[config.mk]
export PLATFORM = sky130hd
export DESIGN_NAME = datapath_flat
export DESIGN_NICKNAME = d
export VERILOG_FILES = /design/src/rtl/datapath_if.sv /design/src/rtl/datapath.sv /design/src/flat_wrapper.sv
export SDC_FILE = /design/constraint.sdc
export NUM_CORES = 1
export LEC_CHECK = 0
export CAP_MARGIN = 10
export CORE_MARGIN = 1.5
export CORE_UTILIZATION = 53
export DETAILED_ROUTE_END_ITERATION = 6
export HOLD_SLACK_MARGIN = 0.15
export PLACE_DENSITY = 0.83
export SYNTH_ARGS = -nofsm -noshare
export SYNTH_HDL_FRONTEND = slang
export SYNTH_SLANG_ARGS = --single-unit
[constraint.sdc]
create_clock -name clk -period 7.9 [get_ports clk]
set_input_delay 1.58 -clock clk [delete_from_list [all_inputs] [get_ports clk]]
set_output_delay 1.58 -clock clk [all_outputs]
set_load 0.005 [all_outputs]
[src/rtl/datapath_if.sv]
// Controller-to-datapath strobe/data bundle plus the exported bus.
// DATAPATH_CARRY_EN adds the carry_out flag.
interface datapath_if;
  logic [1:0] op;
  logic [5:0] reg_sig;
  logic       data_in;
  logic [2:0] data;
  logic       A_in;
  logic       G_in;
  logic       G_out;
  logic [2:0] bus_output;
`ifdef DATAPATH_CARRY_EN
  logic       carry_out;

  modport master (
    output op, reg_sig, data_in, data, A_in, G_in, G_out,
    input  bus_output, carry_out
  );

  modport slave (
    input  op, reg_sig, data_in, data, A_in, G_in, G_out,
    output bus_output, carry_out
  );
`else
  modport master (
    output op, reg_sig, data_in, data, A_in, G_in, G_out,
    input  bus_output
  );

  modport slave (
    input  op, reg_sig, data_in, data, A_in, G_in, G_out,
    output bus_output
  );
`endif
endinterface

[src/rtl/datapath.sv]
// Three-bit single-bus datapath: R0-R2, ALU operand A and result G on a priority-mux bus.
// Defining DATAPATH_CARRY_EN adds the carry/borrow flag C and the carry_out output.
module datapath (
  input logic       clk,
  input logic       rst,
  datapath_if.slave dp
);

  logic [2:0] r0_q, r1_q, r2_q, a_q, g_q;
  logic [2:0] r0_d, r1_d, r2_d, a_d, g_d;
  logic [2:0] bus;
  logic [3:0] alu_res;

  // Priority mux stands in for a tri-state bus.
  always_comb begin
    if (dp.data_in) begin
      bus = dp.data;
    end else if (dp.G_out) begin
      bus = g_q;
    end else if (dp.reg_sig[4]) begin
      bus = r0_q;
    end else if (dp.reg_sig[2]) begin
      bus = r1_q;
    end else if (dp.reg_sig[0]) begin
      bus = r2_q;
    end else begin
      bus = 3'b000;
    end
  end

  assign dp.bus_output = bus;

  // Bit 3 holds carry (add) or borrow (subtract); logic ops leave it clear.
  always_comb begin
    alu_res = 4'b0000;
    case (dp.op)
      2'b00:   alu_res = {1'b0, a_q} + {1'b0, bus};
      2'b01:   alu_res = {1'b0, a_q} - {1'b0, bus};
      2'b10:   alu_res = {1'b0, a_q & bus};
      default: alu_res = {1'b0, a_q | bus};
    endcase
  end

  always_comb begin
    r0_d = dp.reg_sig[5] ? bus : r0_q;
    r1_d = dp.reg_sig[3] ? bus : r1_q;
    r2_d = dp.reg_sig[1] ? bus : r2_q;
    a_d  = dp.A_in ? bus : a_q;
    g_d  = dp.G_in ? alu_res[2:0] : g_q;
  end

  always_ff @(posedge clk) begin
    if (rst) begin
      r0_q <= 3'b000;
      r1_q <= 3'b000;
      r2_q <= 3'b000;
      a_q  <= 3'b000;
      g_q  <= 3'b000;
    end else begin
      r0_q <= r0_d;
      r1_q <= r1_d;
      r2_q <= r2_d;
      a_q  <= a_d;
      g_q  <= g_d;
    end
  end

`ifdef DATAPATH_CARRY_EN
  logic c_q, c_d;

  assign c_d = dp.G_in ? alu_res[3] : c_q;

  always_ff @(posedge clk) begin
    if (rst) begin
      c_q <= 1'b0;
    end else begin
      c_q <= c_d;
    end
  end

  assign dp.carry_out = c_q;
`else
  logic unused_carry;
  assign unused_carry = alu_res[3];
`endif

endmodule

[src/flat_wrapper.sv]
// flat-port wrapper written by rule: the top's interface ports become plain ports
module datapath_flat 
  (clk, rst, dp_op, dp_reg_sig, dp_data_in, dp_data, dp_A_in, dp_G_in, dp_G_out, dp_bus_output);
  datapath_if dp_i ();
  input logic clk;
  input logic rst;
  input wire logic [$bits(dp_i.op)-1:0] dp_op;
  input wire logic [$bits(dp_i.reg_sig)-1:0] dp_reg_sig;
  input wire logic [$bits(dp_i.data_in)-1:0] dp_data_in;
  input wire logic [$bits(dp_i.data)-1:0] dp_data;
  input wire logic [$bits(dp_i.A_in)-1:0] dp_A_in;
  input wire logic [$bits(dp_i.G_in)-1:0] dp_G_in;
  input wire logic [$bits(dp_i.G_out)-1:0] dp_G_out;
  output wire logic [$bits(dp_i.bus_output)-1:0] dp_bus_output;
  assign dp_i.op = dp_op;
  assign dp_i.reg_sig = dp_reg_sig;
  assign dp_i.data_in = dp_data_in;
  assign dp_i.data = dp_data;
  assign dp_i.A_in = dp_A_in;
  assign dp_i.G_in = dp_G_in;
  assign dp_i.G_out = dp_G_out;
  assign dp_bus_output = dp_i.bus_output;
  datapath u_core (.clk(clk), .rst(rst), .dp(dp_i));
endmodule
==> results list <==
- After clock tree synthesis, the setup repair step added 0 buffers.
- 0 antenna diodes ended up in the layout.
* Post-Synthesis Cells: 107
- Number of remaining DRC errors: 1
- Measured in cells, the most critical reg-to-reg path has a length of 11.
- Clock root cell: sky130_fd_sc_hd__clkbuf_4
* Data arrival time of the critical path: 3540 ps
- Routed wire length per instance: 13.7 um
- Top achievable clock speed: 195 MHz
* Via count of the first global-routing pass: 744
- Min-Delay Path Depth: 2
* Highest-delay cell along the critical path: sky130_fd_sc_hd__clkdlybuf4s50_1
- During synthesis, Yosys emitted a total of 0 warnings.
* Final #Nets: 150
- For this design, the sink count on the clock tree is 15.
* Die W: 44.7 um
- In this run the biggest area consumer among cell types represents 32.7% of the synthesized area.
* Setup repair after global routing missed its margin: false
- TritonCTS Buffers: 3
- For the worst-skew pair, the clock arrives at the later sink with an insertion delay of 290 ps.
- Wire length of the first global-routing pass: 3420 um
- In this run the mean area of a mapped cell was 8.59 um^2.
* Most area-hungry cell type in the Yosys netlist: sky130_fd_sc_hd__dfxtp_1
* Cell Area, Synth: 920 um^2
- Number of max-slew violations in the final report: 0
- Setup violations remaining at the end of the flow were counted as 0.
- Maximum fanout count along the critical path: 8
- Worst ir drop on vdd: 0.000148 V
* Slowest Stage Delay on Critical Path: 600 ps
- Yosys attributes the largest share of cell area to sky130_fd_sc_hd__dfxtp_1, sky130_fd_sc_hd__mux2i_1, sky130_fd_sc_hd__nor2_1.
* Maximum number of pins on one net before global-route repair: 16
* Number of hold buffers added after CTS: 0
- For this configuration, the core starts out at a cell density of 59.0%.
* Total gr overflow: 0
- The die covers 1990 um^2.
- Post-detailed-route via-to-cell ratio: 5.77
- Power comes to 0.184 mW.
- After filler insertion, the fill cell instance count of the layout stands at 136.
- The number of antenna violations at the first check in global routing came to 0.
* Sum of negative setup slack: 0 ps
* Fin. Hold Viols: 0
* Maximum clock path buffer count: 2
- Hold Crit Class: reg -> reg
* Number of routed nets with antenna violations: 0
- Clock transition at the register clock pins on the worst setup and hold paths after CTS: 90 ps
* Detailed Route Iter0 Violations: 36
- In this run the number of H-tree levels came out at 1.
- Total global routing track utilization: 23.7%
* Number of ports placed on the die boundary: 20
- Sequential-to-total area share from yosys stat: 32.7%
* Crit path launch type: input pin
- Number of different library cells in the post-synthesis netlist: 31
- The worst setup path is of the in -> out kind.
- The critical path goes through clkdlybuf4s50_1 > nand3b_1 > a221o_1 > a21oi_2 > clkdlybuf4s50_1.
* Worst relative slew slack: 61.7%
- Placeable core region: 1560 um^2
- At the end of routability-driven placement, the weighted congestion stood at 0.788.
* Final worst path period share: 64.9%
- The final layout contains routed wiring with a total length of 1960 um.
* Area growth from synthesis to layout: 23.9%
* Clock tree from TritonCTS: done
* Critical Path End Type: primary output
- Post-cts sizing count: 0
- Synthesized net count: 129
* Transition time at the pin with the least slew margin: 572 ps
- Across the run, the number of max-cap violations was 0.
- Input and output buffers added on the ports amount to 19.
- Leak pwr: 0.471 nW
* Register bit total from synthesis: 15
- STA puts the critical path data required time at 6320 ps.
- Total number of placement rows: 14
* First drt pass iteration count: 7
* Cell with the most instances on the worst path: sky130_fd_sc_hd__clkdlybuf4s50_1
* Post-DP HPWL: 1510 um
* Violations in the final reports: DRC
* Overall die height: 44.7 um
- The detailed router placed 825 vias in this run.
- Power density over cell area: 161 nW/um^2
- Counting I/O delays and the setup requirement, the final critical path takes 5120 ps.
* Share of final-layout standard cells stronger than drive strength 1: 7.09%
* Final setup skew: 2.97 ps
- The flow ran to the end, but the final reports show violations.
-- critical path: cells and delay by family --
kind / cells / cell delay, ps
buf+inv: 2 / 1090
compound gates: 2 / 670
simple gates: 1 / 200
-- layout make-up --
cell class                 count  area [um^2]  area share, %
clock inverter                 1         7.51          0.659
tap                           16         20.0           1.76
timing repair buffer          19          190           16.7
sequential                    15          300           26.3
multi-input combinational     79          562           49.3
clock buffer                   3         22.5           1.98
inverter                      10         37.5           3.29
-- path summary, 6_finish.rpt --
path                                     start               end  slack, ps
worst min-delay path            u_core.r1_q[2]    u_core.r1_q[2]        500
worst min register to register  u_core.r1_q[2]    u_core.r1_q[2]        500
worst max-delay path             dp_reg_sig[2]  dp_bus_output[0]       2780
worst max register to register  u_core.r2_q[0]     u_core.g_q[2]       4970
-- registers in the layout (all words and copies together) (netlist names) --
name / flops
u_core.r1_q: 3
u_core.a_q: 3
u_core.r2_q: 3
u_core.g_q: 3
u_core.r0_q: 3
-- cell families after synthesis --
kind of cell | share of synthesized area [%]
simple gates | 17.8
flops | 32.7
fa+ha+maj | 7.62
mux | 13.1
buf+inv | 6.26
compound gates | 21.6
xor+xnor | 0.953
-- cells in the final DEF (no fill, tap or decap), types with 2 or more instances in the layout --
master and n:
sky130_fd_sc_hd__nor2_1 20, sky130_fd_sc_hd__clkdlybuf4s50_1 19, sky130_fd_sc_hd__dfxtp_1 15, sky130_fd_sc_hd__mux2i_1 12, sky130_fd_sc_hd__inv_1 8, sky130_fd_sc_hd__a21oi_1 6
sky130_fd_sc_hd__a211oi_1 6, sky130_fd_sc_hd__nand2_1 4, sky130_fd_sc_hd__ha_1 4, sky130_fd_sc_hd__nand3b_1 3, sky130_fd_sc_hd__nor2b_1 3, sky130_fd_sc_hd__o21ai_0 3
sky130_fd_sc_hd__clkbuf_4 3, sky130_fd_sc_hd__o21ai_1 2, sky130_fd_sc_hd__a221o_1 2, sky130_fd_sc_hd__inv_2 2
-- report_power, final --
part | total (mW) | internal [mW] | switching (mW)
Sequential | 0.0861 | 0.0819 | 0.00414
Clock | 0.0462 | 0.0193 | 0.0269
Combinational | 0.0518 | 0.0259 | 0.0259
-- routing by layer --
metal	global-route usage [%]	part of all wire, %	routed length [um]
met3	7.35	7.1	139
met4	3.64	0.51	10
met5	0	0	0
met1	32.3	42	822
met2	37.4	50	983
-- synthesized netlist by cell type (all sizes together) --
cell type and n:
nor2 20, o311ai 1, nor3 1, o211ai 1, dfxtp 15, o2111ai 1, and3 1, o31ai 1
a31oi 1, xnor2 1, mux2i 12, nand2 4, fa 1, a221o 2, nor2b 3, a21oi 8
nand3b 3, inv 10, nand2b 1, clkbuf 1, or4b 1, a211oi 6, nand3 1, o21ai 5
ha 4, buf 2
-- through the flow --
stage               worst slack (ps)  instance area (um^2)  util (%)  std cells  hold WS [ps]
floorplan                       3890                   920         -        107           458
global placement                2820                  1110      71.2        139           477
detailed placement              2780                  1110      71.2        139           481
CTS                             2780                  1140      73.1        143           494
global route                    2710                  1140      73.1        143           530
finish                          2780                  1140      73.1        143           500
Note: power is estimated with default switching activity, not from simulation.
